## src/rtl/regfile_pkg.sv

```systemverilog
// Shared definitions for the register file write arbiter: register file
// geometry, number of write requesters and the arbiter state encoding.
package regfile_pkg;

  localparam int NUM_REGS   = 32;
  localparam int REG_ADDR_W = 5;
  localparam int REG_DATA_W = 32;
  localparam int NUM_WR_REQ = 2;

  typedef enum logic {
    CLEAR = 1'b0,
    RUN   = 1'b1
  } arb_state_t;

endpackage

```

## src/rtl/rr_arbiter_2.sv

```systemverilog
// Two-input round-robin grant. A lone valid requester always wins; on
// contention the registered pointer picks the winner. After a granted
// transfer the pointer moves to the other requester, otherwise it holds.
module rr_arbiter_2 (
  input  logic       clk,
  input  logic       rst,
  input  logic [1:0] valid_i,
  input  logic       advance_i,
  output logic [1:0] grant_o
);

  logic ptr_q;
  logic ptr_d;

  // Combinational grant from the valid vector and the priority pointer
  always_comb begin
    grant_o = 2'b00;
    case (valid_i)
      2'b01:   grant_o = 2'b01;
      2'b10:   grant_o = 2'b10;
      2'b11:   grant_o = ptr_q ? 2'b10 : 2'b01;
      default: grant_o = 2'b00;
    endcase
  end

  // Pointer moves to the requester that did not just transfer
  always_comb begin
    ptr_d = ptr_q;
    if (advance_i && (grant_o != 2'b00)) begin
      ptr_d = grant_o[0];
    end
  end

  // Priority pointer register; requester 0 is favoured out of reset
  always_ff @(posedge clk or posedge rst) begin
    if (rst) begin
      ptr_q <= 1'b0;
    end else begin
      ptr_q <= ptr_d;
    end
  end

endmodule

```

## src/rtl/regfile_wr_arbiter.sv

```systemverilog
// Register file write-port arbiter. Two requesters (0: core writeback,
// 1: load/debug) share the single write port through a round-robin grant
// with a valid/ready handshake; the winning write is registered onto the
// register file write port. Writes to x0 complete the handshake but are
// dropped.
// Build option REGFILE_WR_ARB_CLEAR_EN: after reset, write zero into
// x1..x31 on consecutive cycles before accepting any request.
module regfile_wr_arbiter
  import regfile_pkg::*;
#(
  parameter int DATA_WIDTH = REG_DATA_W,
  parameter int ADDR_WIDTH = REG_ADDR_W
) (
  input  logic                                   clk,
  input  logic                                   rst,
  input  logic [NUM_WR_REQ-1:0]                  req_valid,
  input  logic [NUM_WR_REQ-1:0][ADDR_WIDTH-1:0]  req_reg,
  input  logic [NUM_WR_REQ-1:0][DATA_WIDTH-1:0]  req_data,
  output logic [NUM_WR_REQ-1:0]                  req_ready,
  output logic                                   rf_wr_en,
  output logic [ADDR_WIDTH-1:0]                  rf_wr_reg,
  output logic [DATA_WIDTH-1:0]                  rf_wr_data,
  output logic                                   clear_done
);

  logic                  run;
  logic                  clr_wr;
  logic [ADDR_WIDTH-1:0] clr_reg;
  logic [NUM_WR_REQ-1:0] grant;
  logic                  xfer;
  logic                  win;

  logic                  rf_wr_en_q,   rf_wr_en_d;
  logic [ADDR_WIDTH-1:0] rf_wr_reg_q,  rf_wr_reg_d;
  logic [DATA_WIDTH-1:0] rf_wr_data_q, rf_wr_data_d;

`ifdef REGFILE_WR_ARB_CLEAR_EN
  arb_state_t            state_q, state_d;
  logic [REG_ADDR_W-1:0] cnt_q,   cnt_d;

  // State and clear counter; the counter starts at 1 so x0 is never written
  always_ff @(posedge clk or posedge rst) begin
    if (rst) begin
      state_q <= CLEAR;
      cnt_q   <= REG_ADDR_W'(1);
    end else begin
      state_q <= state_d;
      cnt_q   <= cnt_d;
    end
  end

  // Walk x1..x31; the counter wraps to 0 after x31, which ends the clear
  always_comb begin
    state_d = state_q;
    cnt_d   = cnt_q;
    clr_wr  = 1'b0;
    case (state_q)
      CLEAR: begin
        if (cnt_q != '0) begin
          clr_wr = 1'b1;
          cnt_d  = cnt_q + 1'b1;
        end else begin
          state_d = RUN;
        end
      end
      RUN:     state_d = RUN;
      default: state_d = CLEAR;
    endcase
  end

  assign run        = (state_q == RUN);
  assign clr_reg    = ADDR_WIDTH'(cnt_q);
  assign clear_done = run;
`else
  // Without the clear sequence the arbiter is live whenever reset is low
  assign run        = ~rst;
  assign clr_wr     = 1'b0;
  assign clr_reg    = '0;
  assign clear_done = 1'b1;
`endif

  rr_arbiter_2 u_rr (
    .clk       (clk),
    .rst       (rst),
    .valid_i   (req_valid & {NUM_WR_REQ{run}}),
    .advance_i (xfer),
    .grant_o   (grant)
  );

  // Ready equals grant, so a grant is always a completed transfer
  assign req_ready = grant;
  assign xfer      = |grant;
  assign win       = grant[1];

  // Next write-port contents: clear write, granted write, or idle
  always_comb begin
    rf_wr_en_d   = 1'b0;
    rf_wr_reg_d  = rf_wr_reg_q;
    rf_wr_data_d = rf_wr_data_q;
    if (clr_wr) begin
      rf_wr_en_d   = 1'b1;
      rf_wr_reg_d  = clr_reg;
      rf_wr_data_d = '0;
    end else if (xfer) begin
      rf_wr_en_d   = (req_reg[win] != '0);
      rf_wr_reg_d  = req_reg[win];
      rf_wr_data_d = req_data[win];
    end
  end

  // Registered write port; reset discards any pending write
  always_ff @(posedge clk or posedge rst) begin
    if (rst) begin
      rf_wr_en_q   <= 1'b0;
      rf_wr_reg_q  <= '0;
      rf_wr_data_q <= '0;
    end else begin
      rf_wr_en_q   <= rf_wr_en_d;
      rf_wr_reg_q  <= rf_wr_reg_d;
      rf_wr_data_q <= rf_wr_data_d;
    end
  end

  assign rf_wr_en   = rf_wr_en_q;
  assign rf_wr_reg  = rf_wr_reg_q;
  assign rf_wr_data = rf_wr_data_q;

endmodule
```

## config.mk

```make
export PLATFORM = sky130hd
export DESIGN_NAME = regfile_wr_arbiter
export DESIGN_NICKNAME = d
export VERILOG_FILES = /design/src/rtl/regfile_pkg.sv /design/src/rtl/rr_arbiter_2.sv /design/src/rtl/regfile_wr_arbiter.sv
export SDC_FILE = /design/constraint.sdc
export NUM_CORES = 1
export LEC_CHECK = 0
export ABC_AREA = 0
export CAP_MARGIN = 20
export CORE_ASPECT_RATIO = 0.8
export CORE_MARGIN = 5
export CORE_UTILIZATION = 55
export CTS_CLUSTER_SIZE = 28
export DETAILED_ROUTE_END_ITERATION = 10
export DONT_BUFFER_PORTS = 1
export GPL_TIMING_DRIVEN = 0
export PLACE_DENSITY_LB_ADDON = 0.3
export SLEW_MARGIN = 20
export SYNTH_ARGS = -nofsm -noshare
export SYNTH_HDL_FRONTEND = slang
export SYNTH_HIERARCHICAL = 1
export SYNTH_SLANG_ARGS = --single-unit
export TNS_END_PERCENT = 100
```

## constraint.sdc

```tcl
create_clock -name clk -period 3.71 [get_ports clk]
set_input_delay 0.371 -clock clk [delete_from_list [all_inputs] [get_ports clk]]
set_output_delay 0.371 -clock clk [all_outputs]
set_load 0.01 [all_outputs]
```

# After elaboration in Yosys (flattened, before gate mapping)
# Cells that the tools add are included.
# word_totals
in_bits	78
register_bits	39
output_inout_bits	41
word_cells	21
# op_classes
reduce_logical	4
order_cmp	1
n_mux	7
n_eq_ne	3
bitwise_logic	2
# op_table
cell	count
$mux W32	2
$mux W5	2
$pmux W2 S3	1
$reduce_bool A5 Y1	1
$eq A2 B2 Y1 const B	2
$and A2 B2 Y2	1
$eq A2 B1 Y1 const B	1
$lt A1 B2 Y1 const B	1
$mux W2	1
$reduce_bool A2 Y1	1
$reduce_or A2 Y1	1
$logic_and A1 B1 Y1	1
$mux W1	1
$not A1 Y1	1

# Depth between registers and ports, before layout
# Gate-level depths: netlist (run 1).
# logic_depth
word_depth	8
ltp_mapped	6
mapped_depth_nobuf	5

# Cells and area by module
# The synthesis (run 1) kept the hierarchy.
# modules_own_cells
module	seq_area_each_um2	area_per_inst_um2	cells_each	n_inst
regfile_wr_arbiter	950.9	1838.0	173	1
rr_arbiter_2	25.0	58.8	7	1

# Worst setup path before layout (run 1)
# No wires, ideal clock.
# synth_timing
path_type	input to register
start	in req_valid[0]
end	reg rf_wr_data_q[23] (netlist: rf_wr_data[23])
setup_time_ns	0.132
path_slack_ns	1.904
required_ns	3.578
t_arrival_ns	1.674
n_path_buf	2
path_stages	6
path_cell_list	nor2b_1 -> a21boi_0 -> buf_6 -> buf_12 -> mux2i_1 -> o21ai_1
# synth_between
word_cells_on_any_way	8
cone_classes	eq/ne (3); mux (3); bitwise (1); reduce/logical (1)
# synth_rtl
element	line_no	source
from (decl)	regfile_wr_arbiter.sv:16	input logic [NUM_WR_REQ-1:0] req_valid,
$and A2 B2 Y2 (*)	regfile_wr_arbiter.sv:85	.valid_i (req_valid & {NUM_WR_REQ{run}}),
$eq A2 B2 Y1 / $eq A2 B1 Y1 (equally long branches)	rr_arbiter_2.sv:18	case (valid_i)
$pmux W2 S3 (*)	rr_arbiter_2.sv:18	
via req_ready[0]	regfile_wr_arbiter.sv:19	output logic [NUM_WR_REQ-1:0] req_ready,
$reduce_or A2 Y1 (*)	regfile_wr_arbiter.sv:92	assign xfer = |grant;
to (signal assigned)	regfile_wr_arbiter.sv:120	rf_wr_data_q <= rf_wr_data_d;
to (decl)	regfile_wr_arbiter.sv:35	logic [DATA_WIDTH-1:0] rf_wr_data_q, rf_wr_data_d;
# The timed path passes the listed nets; every way through them passes the cells marked *. The select of a mux whose other input is x is not followed.
# A chain may end at the register's enable or synchronous reset.

# Worst setup path after layout (run 1)
# layout_timing
start	reg u_rr.ptr_q
end	reg rf_wr_data_q[24] (netlist: rf_wr_data[24])
# layout_between
word_cells_on_any_way	5
cone_classes	mux (4); reduce/logical (1)
# layout_rtl
element	line_no	source
from (decl)	rr_arbiter_2.sv:12	logic ptr_q;
from (signal assigned)	rr_arbiter_2.sv:39	ptr_q <= ptr_d;
$mux W2	rr_arbiter_2.sv:21	2'b11: grant_o = ptr_q ? 2'b10 : 2'b01;
$pmux W2 S3	rr_arbiter_2.sv:18	
via req_ready[0]	regfile_wr_arbiter.sv:19	
$reduce_or A2 Y1	regfile_wr_arbiter.sv:92	
# The timed path passes the listed nets, and every way through them passes these cells. The select of a mux whose other input is x is not followed.

==> impl_metrics.tcl, run 1 <==
set metrics [dict create \
    vias 1342 \
    ir_drop_uv 336 \
    dominantRegCellSynth "dfrtp_1" \
    p_int_w 0.000714 \
    grt_max_degree 39 \
    syn2layout_area_growth_pct 7.12 \
    yosysWarnings 6 \
    worstSetupStartpointType "register" \
    antenna_left 0 \
    synth_common_cells "dfrtp_1 (39), mux2i_1 (36), nand2_1 (36)" \
    wl_per_cell_um 19.5 \
    die_width_um 75.7 \
    place_congestion 0.808 \
    worstPathCellList "a21boi_0 -> buf_6 -> buf_12 -> mux2i_1 -> o21ai_1" \
    ys_seq_area_share_pct 51.5 \
    required_ns 3.85 \
    synthesis.nets 258 \
    p_per_area_mw_per_mm2 508 \
    cp_max_fo 10 \
    clockBufferDepth 2 \
    slew_headroom_pct 48.3 \
    rsz0062_at_grt "false" \
    period_share_pct 50.6 \
    cts.repair.resized 0 \
    diodes 0 \
    netlist.area_leader.share_pct 51.5 \
    postSynthAreaPerCell_um2 10.5 \
    clock-sinks 39 \
    crit_type "reg2reg" \
    setup-violations-final 0 \
    syn_inst 180 \
    via_per_inst 5.86 \
    fin_hold_ws_ns 0.110 \
    grt_pass1_vias 1496 \
    finalHoldViolations 0 \
    numCtsBuffers 5 \
    htreeDepth 2 \
    synth_edf_count 0 \
    yosysMostFrequentCell "dfrtp_1" \
    ioPinCount 119 \
    grt_pass1_wl_um 6900 \
    drive_gt1_share_pct 10.7 \
    portBuffers 0 \
    seqPwrFrac_pct 58.4 \
    ys_types 24 \
    worstMarginPinSlew_ns 0.774 \
    clockPowerShare_pct 24.4 \
    overflow 0 \
    wl_um 4470 \
    die_area_mm2 0.00473 \
    worstSetupEndpointType "register" \
    drt_iter0_drc 35 \
    first_pass_iters 4 \
    clk_pin_slew_worst_paths_ns 0.07 \
    total_power_w 0.00103 \
    cts_root_buf "clkbuf_8" \
    combinationalPowerShare_pct 17.2 \
    critPathArrivalTime_ns 2.02 \
    synth_area_mm2 0.00190 \
    synth_area_leader_cell "dfrtp_1" \
    cap_violations 0 \
    fill_cells 282 \
    max_stage_delay_ns 0.58 \
    p_switching_w 0.000318 \
    grt_util_all_layers_pct 19.0 \
    ys_seq_elements 39 \
    coreArea_mm2 0.00338 \
    slowest_stage "a21boi_0" \
    antenna_found_initial 0 \
    fmax_ghz 0.533 \
    hpwl_um 3580 \
    clkLatencyLatePin_ns 0.28 \
    skew_ns 0.00501 \
    synth_area_leaders "dfrtp_1 (51%), mux2i_1 (19%), o21ai_1 (7.9%), nand2_1 (7.1%), buf_12 (3.2%)" \
    cts_tree "done" \
    fp-row-count 19 \
    slew_viol_final 0 \
    finalNetCount 266 \
    finalCriticalPeriod_ns 1.88 \
    power_leakage_nw 0.850 \
    hp-class "in2async" \
    ys_async_sr_fraction_pct 100 \
    status "finished, final reports clean" \
    die_h_um 62.5 \
    largest_reg_flops 32 \
    fin_setup_tns_ns 0 \
    sw_frac_of_total_pct 30.8 \
    start_util_pct 56.2 \
    remaining_drc_errors 0 \
]
-- cell usage in the layout (no fill, tap or decap), drive strengths merged --
cell type    instances
inv                  3
dlygate4sd3          1
a21boi               2
or2                  1
o21a                 1
nor2b                2
o21ai               36
nand2               36
mux2i               36
dfrtp               39
conb                 1
mux2                 2
buf                 11
nor4b                1
nor4                 1
a31oi                1
nor3                 1
a21oi                2
clkbuf               8
nor2                 2
-- per-layer routing --
metal	global-route usage, %	part of all wire (%)
met1	22.3	40
met2	32.8	49
met3	6.11	11
met4	5.02	0.60
met5	0	0
-- layout make-up --
| class | count | area, um^2 | area share (%) |
|---|---|---|---|
| Timing Repair Buffer | 1 | 10.0 | 0.493 |
| Multi-Input combinational cell | 125 | 787 | 38.7 |
| Tap cell | 42 | 52.6 | 2.59 |
| Clock buffer | 6 | 72.6 | 3.57 |
| Sequential cell | 39 | 976 | 48.0 |
| Inverter | 3 | 11.3 | 0.554 |
| Buffer | 13 | 123 | 6.03 |
-- power groups by stage --
stage          registers, W  logic, W  clock network [W]
6_report           0.000603  0.000177           0.000251
3_3_place_gp       0.000609  0.000167                  0
2_1_floorplan      0.000590  0.000148                  0
4_1_cts            0.000605  0.000181           0.000262
5_1_grt            0.000614  0.000203           0.000280
3_5_place_dp       0.000610  0.000182                  0
-- stage by stage --
step | utilization [%] | worst slack (ns) | std cells | instance area, um^2
floorplan | - | 1.90 | 180 | 1900
global placement | 57.7 | 1.69 | 222 | 1950
detailed placement | 57.7 | 1.58 | 222 | 1950
CTS | 60.2 | 1.80 | 229 | 2030
global route | 60.2 | 1.72 | 229 | 2030
finish | 60.2 | 1.83 | 229 | 2030
-- critical path: cells and delay by family (launching register included) --
kind	cells	cell delay (ns)
AO/OA/AOI/OAI	2	0.67
buffers and inverters	2	0.44
flip-flops	1	0.40
multiplexers	1	0.21
-- cells by family (layout without fill, tap and decap cells) --
logic type / count (synthesis) / in the layout / synth area share [%]
AOI/OAI and AO/OA: 42 / 42 / 11.5
buffers and inverters: 16 / 23 / 7.06
DFF: 39 / 39 / 51.5
muxes: 38 / 38 / 20.2
other: 1 / 1 / 0.198
and+or+nand+nor: 44 / 44 / 9.56
-- what timing repair did --
item / in CTS / in global routing
endpoints found under the setup margin: 0 / 0
buffers inserted: 0 / 0
hold buffers: 1 / 0
endpoints found under the hold margin: 1 / 0
-- worst paths after layout --
kind,start,endpoint,slack [ns],depth (start not counted)
min reg2reg,u_rr/ptr_q,u_rr/ptr_q,0.51,1
max reg2reg,u_rr/ptr_q,rf_wr_data[24],1.83,5
max in group asynchronous,rst,rf_wr_data[19],3.10,1
min in group clk,req_data[40],rf_wr_data[8],0.21,2
max,u_rr/ptr_q,rf_wr_data[24],1.83,5
min,rst,rf_wr_reg[0],0.11,1
Power figures use the tool's default switching activity.
==> run 2: changes to the inputs <==
==> constraint.sdc (replaced) <==
create_clock -name clk -period 1.6 [get_ports clk]
set_input_delay 0.16 -clock clk [delete_from_list [all_inputs] [get_ports clk]]
set_output_delay 0.16 -clock clk [all_outputs]
set_load 0.01 [all_outputs]
==> impl_metrics.tcl, run 2 (synthesis results as in run 1) <==
set metrics [dict create \
    status "finished, final reports clean" \
    overflow 0 \
    wl_per_cell_um 20.2 \
    post-route-util_pct 67.6 \
    crit_type "reg2reg" \
    worstSetupEndpointType "register" \
    remaining_drc_errors 0 \
    ioPinCount 119 \
    p_switching_w 0.000807 \
    final_common_cell "dfrtp_1" \
    fmax_ghz 0.665 \
    p_int_w 0.00190 \
    cp_max_fo 10 \
    htreeDepth 2 \
    clk_pin_slew_worst_paths_ns 0.08 \
    skew_ns 0.00511 \
    finalCriticalPeriod_ns 1.50 \
    final_cell_mix "dfrtp_1 (39), mux2i_1 (36), nand2_1 (36)" \
    cap_violations 0 \
    grt_pass1_wl_um 7810 \
    dpl_cell_area_mm2 0.00195 \
    area.sequential_um2 976 \
    cts_tree "done" \
    start_util_pct 56.2 \
    worstPathCellList "a21boi_4 -> buf_6 -> buf_12 -> mux2i_1 -> o21ai_1" \
    slew_headroom_pct 48.4 \
    setup-violations-final 0 \
    die_area_mm2 0.00473 \
    place_congestion 0.805 \
    clockPowerShare_pct 30.9 \
    finalInstanceArea_mm2 0.00228 \
    portBuffers 0 \
    grt_pass1_vias 1550 \
    largest_reg_flops 32 \
    finalNetCount 284 \
    reg2reg_depth 5 \
    period_share_pct 93.9 \
    seqPwrFrac_pct 52.0 \
    numCtsBuffers 5 \
    worstSetupStartpointType "register" \
    grt_max_degree 39 \
    syn2layout_area_growth_pct 20.3 \
    die_h_um 62.5 \
    multi_input_area_um2 810 \
    drt_iter0_drc 94 \
    whs_path_depth 2 \
    regToRegSetupSlack_ns 0.1 \
    vias 1431 \
    die_width_um 75.7 \
    first_pass_iters 4 \
    drive_gt1_share_pct 12.6 \
    grt_util_all_layers_pct 21.9 \
    fill_cells 256 \
    slowest_stage "dfrtp_1" \
    hpwl_um 3550 \
    antenna_found_initial 0 \
    slew_viol_final 0 \
    worstMarginPinSlew_ns 0.773 \
    sw_frac_of_total_pct 29.8 \
    via_per_inst 5.75 \
    ir_drop_uv 777 \
    power_leakage_nw 0.960 \
    critPathArrivalTime_ns 1.67 \
    clock-sinks 39 \
    required_ns 1.76 \
    coreArea_mm2 0.00338 \
    clockBufferDepth 2 \
    diodes 0 \
    fp-row-count 19 \
    combinationalPowerShare_pct 17.1 \
    antenna_left 0 \
    clkLatencyLatePin_ns 0.28 \
    cts_root_buf "clkbuf_8" \
    p_per_area_mw_per_mm2 1190 \
    finalHoldViolations 0 \
    hp-class "in2reg" \
    wl_um 5030 \
    max_stage_delay_ns 0.44 \
]
[run 2: cell count changes in the layout (fill, tap and decap cells not counted), sizes merged]
| cell | before | now |
|---|---|---|
| clkinv | 0 | 1 |
| buf | 11 | 12 |
| bufinv | 0 | 1 |
| dlygate4sd3 | 1 | 19 |
| clkbuf | 8 | 7 |
[run 2: cell type report]
type,count,area share (%)
Tap cell,42,2.30
Buffer,13,5.43
Sequential cell,39,42.8
Inverter,3,0.494
Multi-Input combinational cell,125,35.5
Timing Repair Buffer,19,8.34
Clock inverter,2,1.54
Clock buffer,6,3.62
[run 2: power by group through the flow]
stage / Combinational (W) / Clock (W) / Sequential (W)
finish: 0.000464 / 0.000837 / 0.00141
global route: 0.000528 / 0.000916 / 0.00143
CTS: 0.000449 / 0.000861 / 0.00140
detailed placement: 0.000418 / 0 / 0.00142
global placement: 0.000386 / 0 / 0.00142
floorplan: 0.000344 / 0 / 0.00137
[run 2: metrics by stage]
stage	setup TNS (ns)	setup WS [ns]	total power [W]	instances	hold WS (ns)
CTS	0	0.0398	0.00271	246	0.000626
floorplan	0	0.149	0.00171	180	-0.111
detailed placement	-3.76	-0.149	0.00184	222	-0.108
finish	0	0.0969	0.00271	249	0.00904
global route	-0.0890	-0.0173	0.00287	249	0.00276
global placement	-0.861	-0.0418	0.00180	222	-0.110
[run 2: layer usage]
metal / wire, um / global-route usage [%]
met2: 2710 / 36.5
met4: 35 / 7.64
met5: 0 / 0
met1: 1870 / 26.0
met3: 411 / 7.07
[run 2: path summary, 6_finish.rpt]
path / startpoint / end
max in group asynchronous: rst / rf_wr_data[14]
min reg2reg: u_rr/ptr_q / u_rr/ptr_q
min: req_data[60] / rf_wr_data[28]
max: u_rr/ptr_q / rf_wr_data[11]
max reg2reg: u_rr/ptr_q / rf_wr_data[11]
min in group asynchronous: rst / u_rr/ptr_q
[run 2: what timing repair did]
item | CTS | global route
resized for setup | 2 | 5
hold endpoints to repair | 54 | 3
setup buffers | 0 | 0
hold buffers | 16 | 3
setup endpoints to repair | 39 | 29
[run 2: critical path: cells and delay by family, from the launching register on]
kind	cells	cell delay, ns
AO/OA/AOI/OAI	2	0.33
buffers and inverters	2	0.38
multiplexers	1	0.22
flip-flops	1	0.44
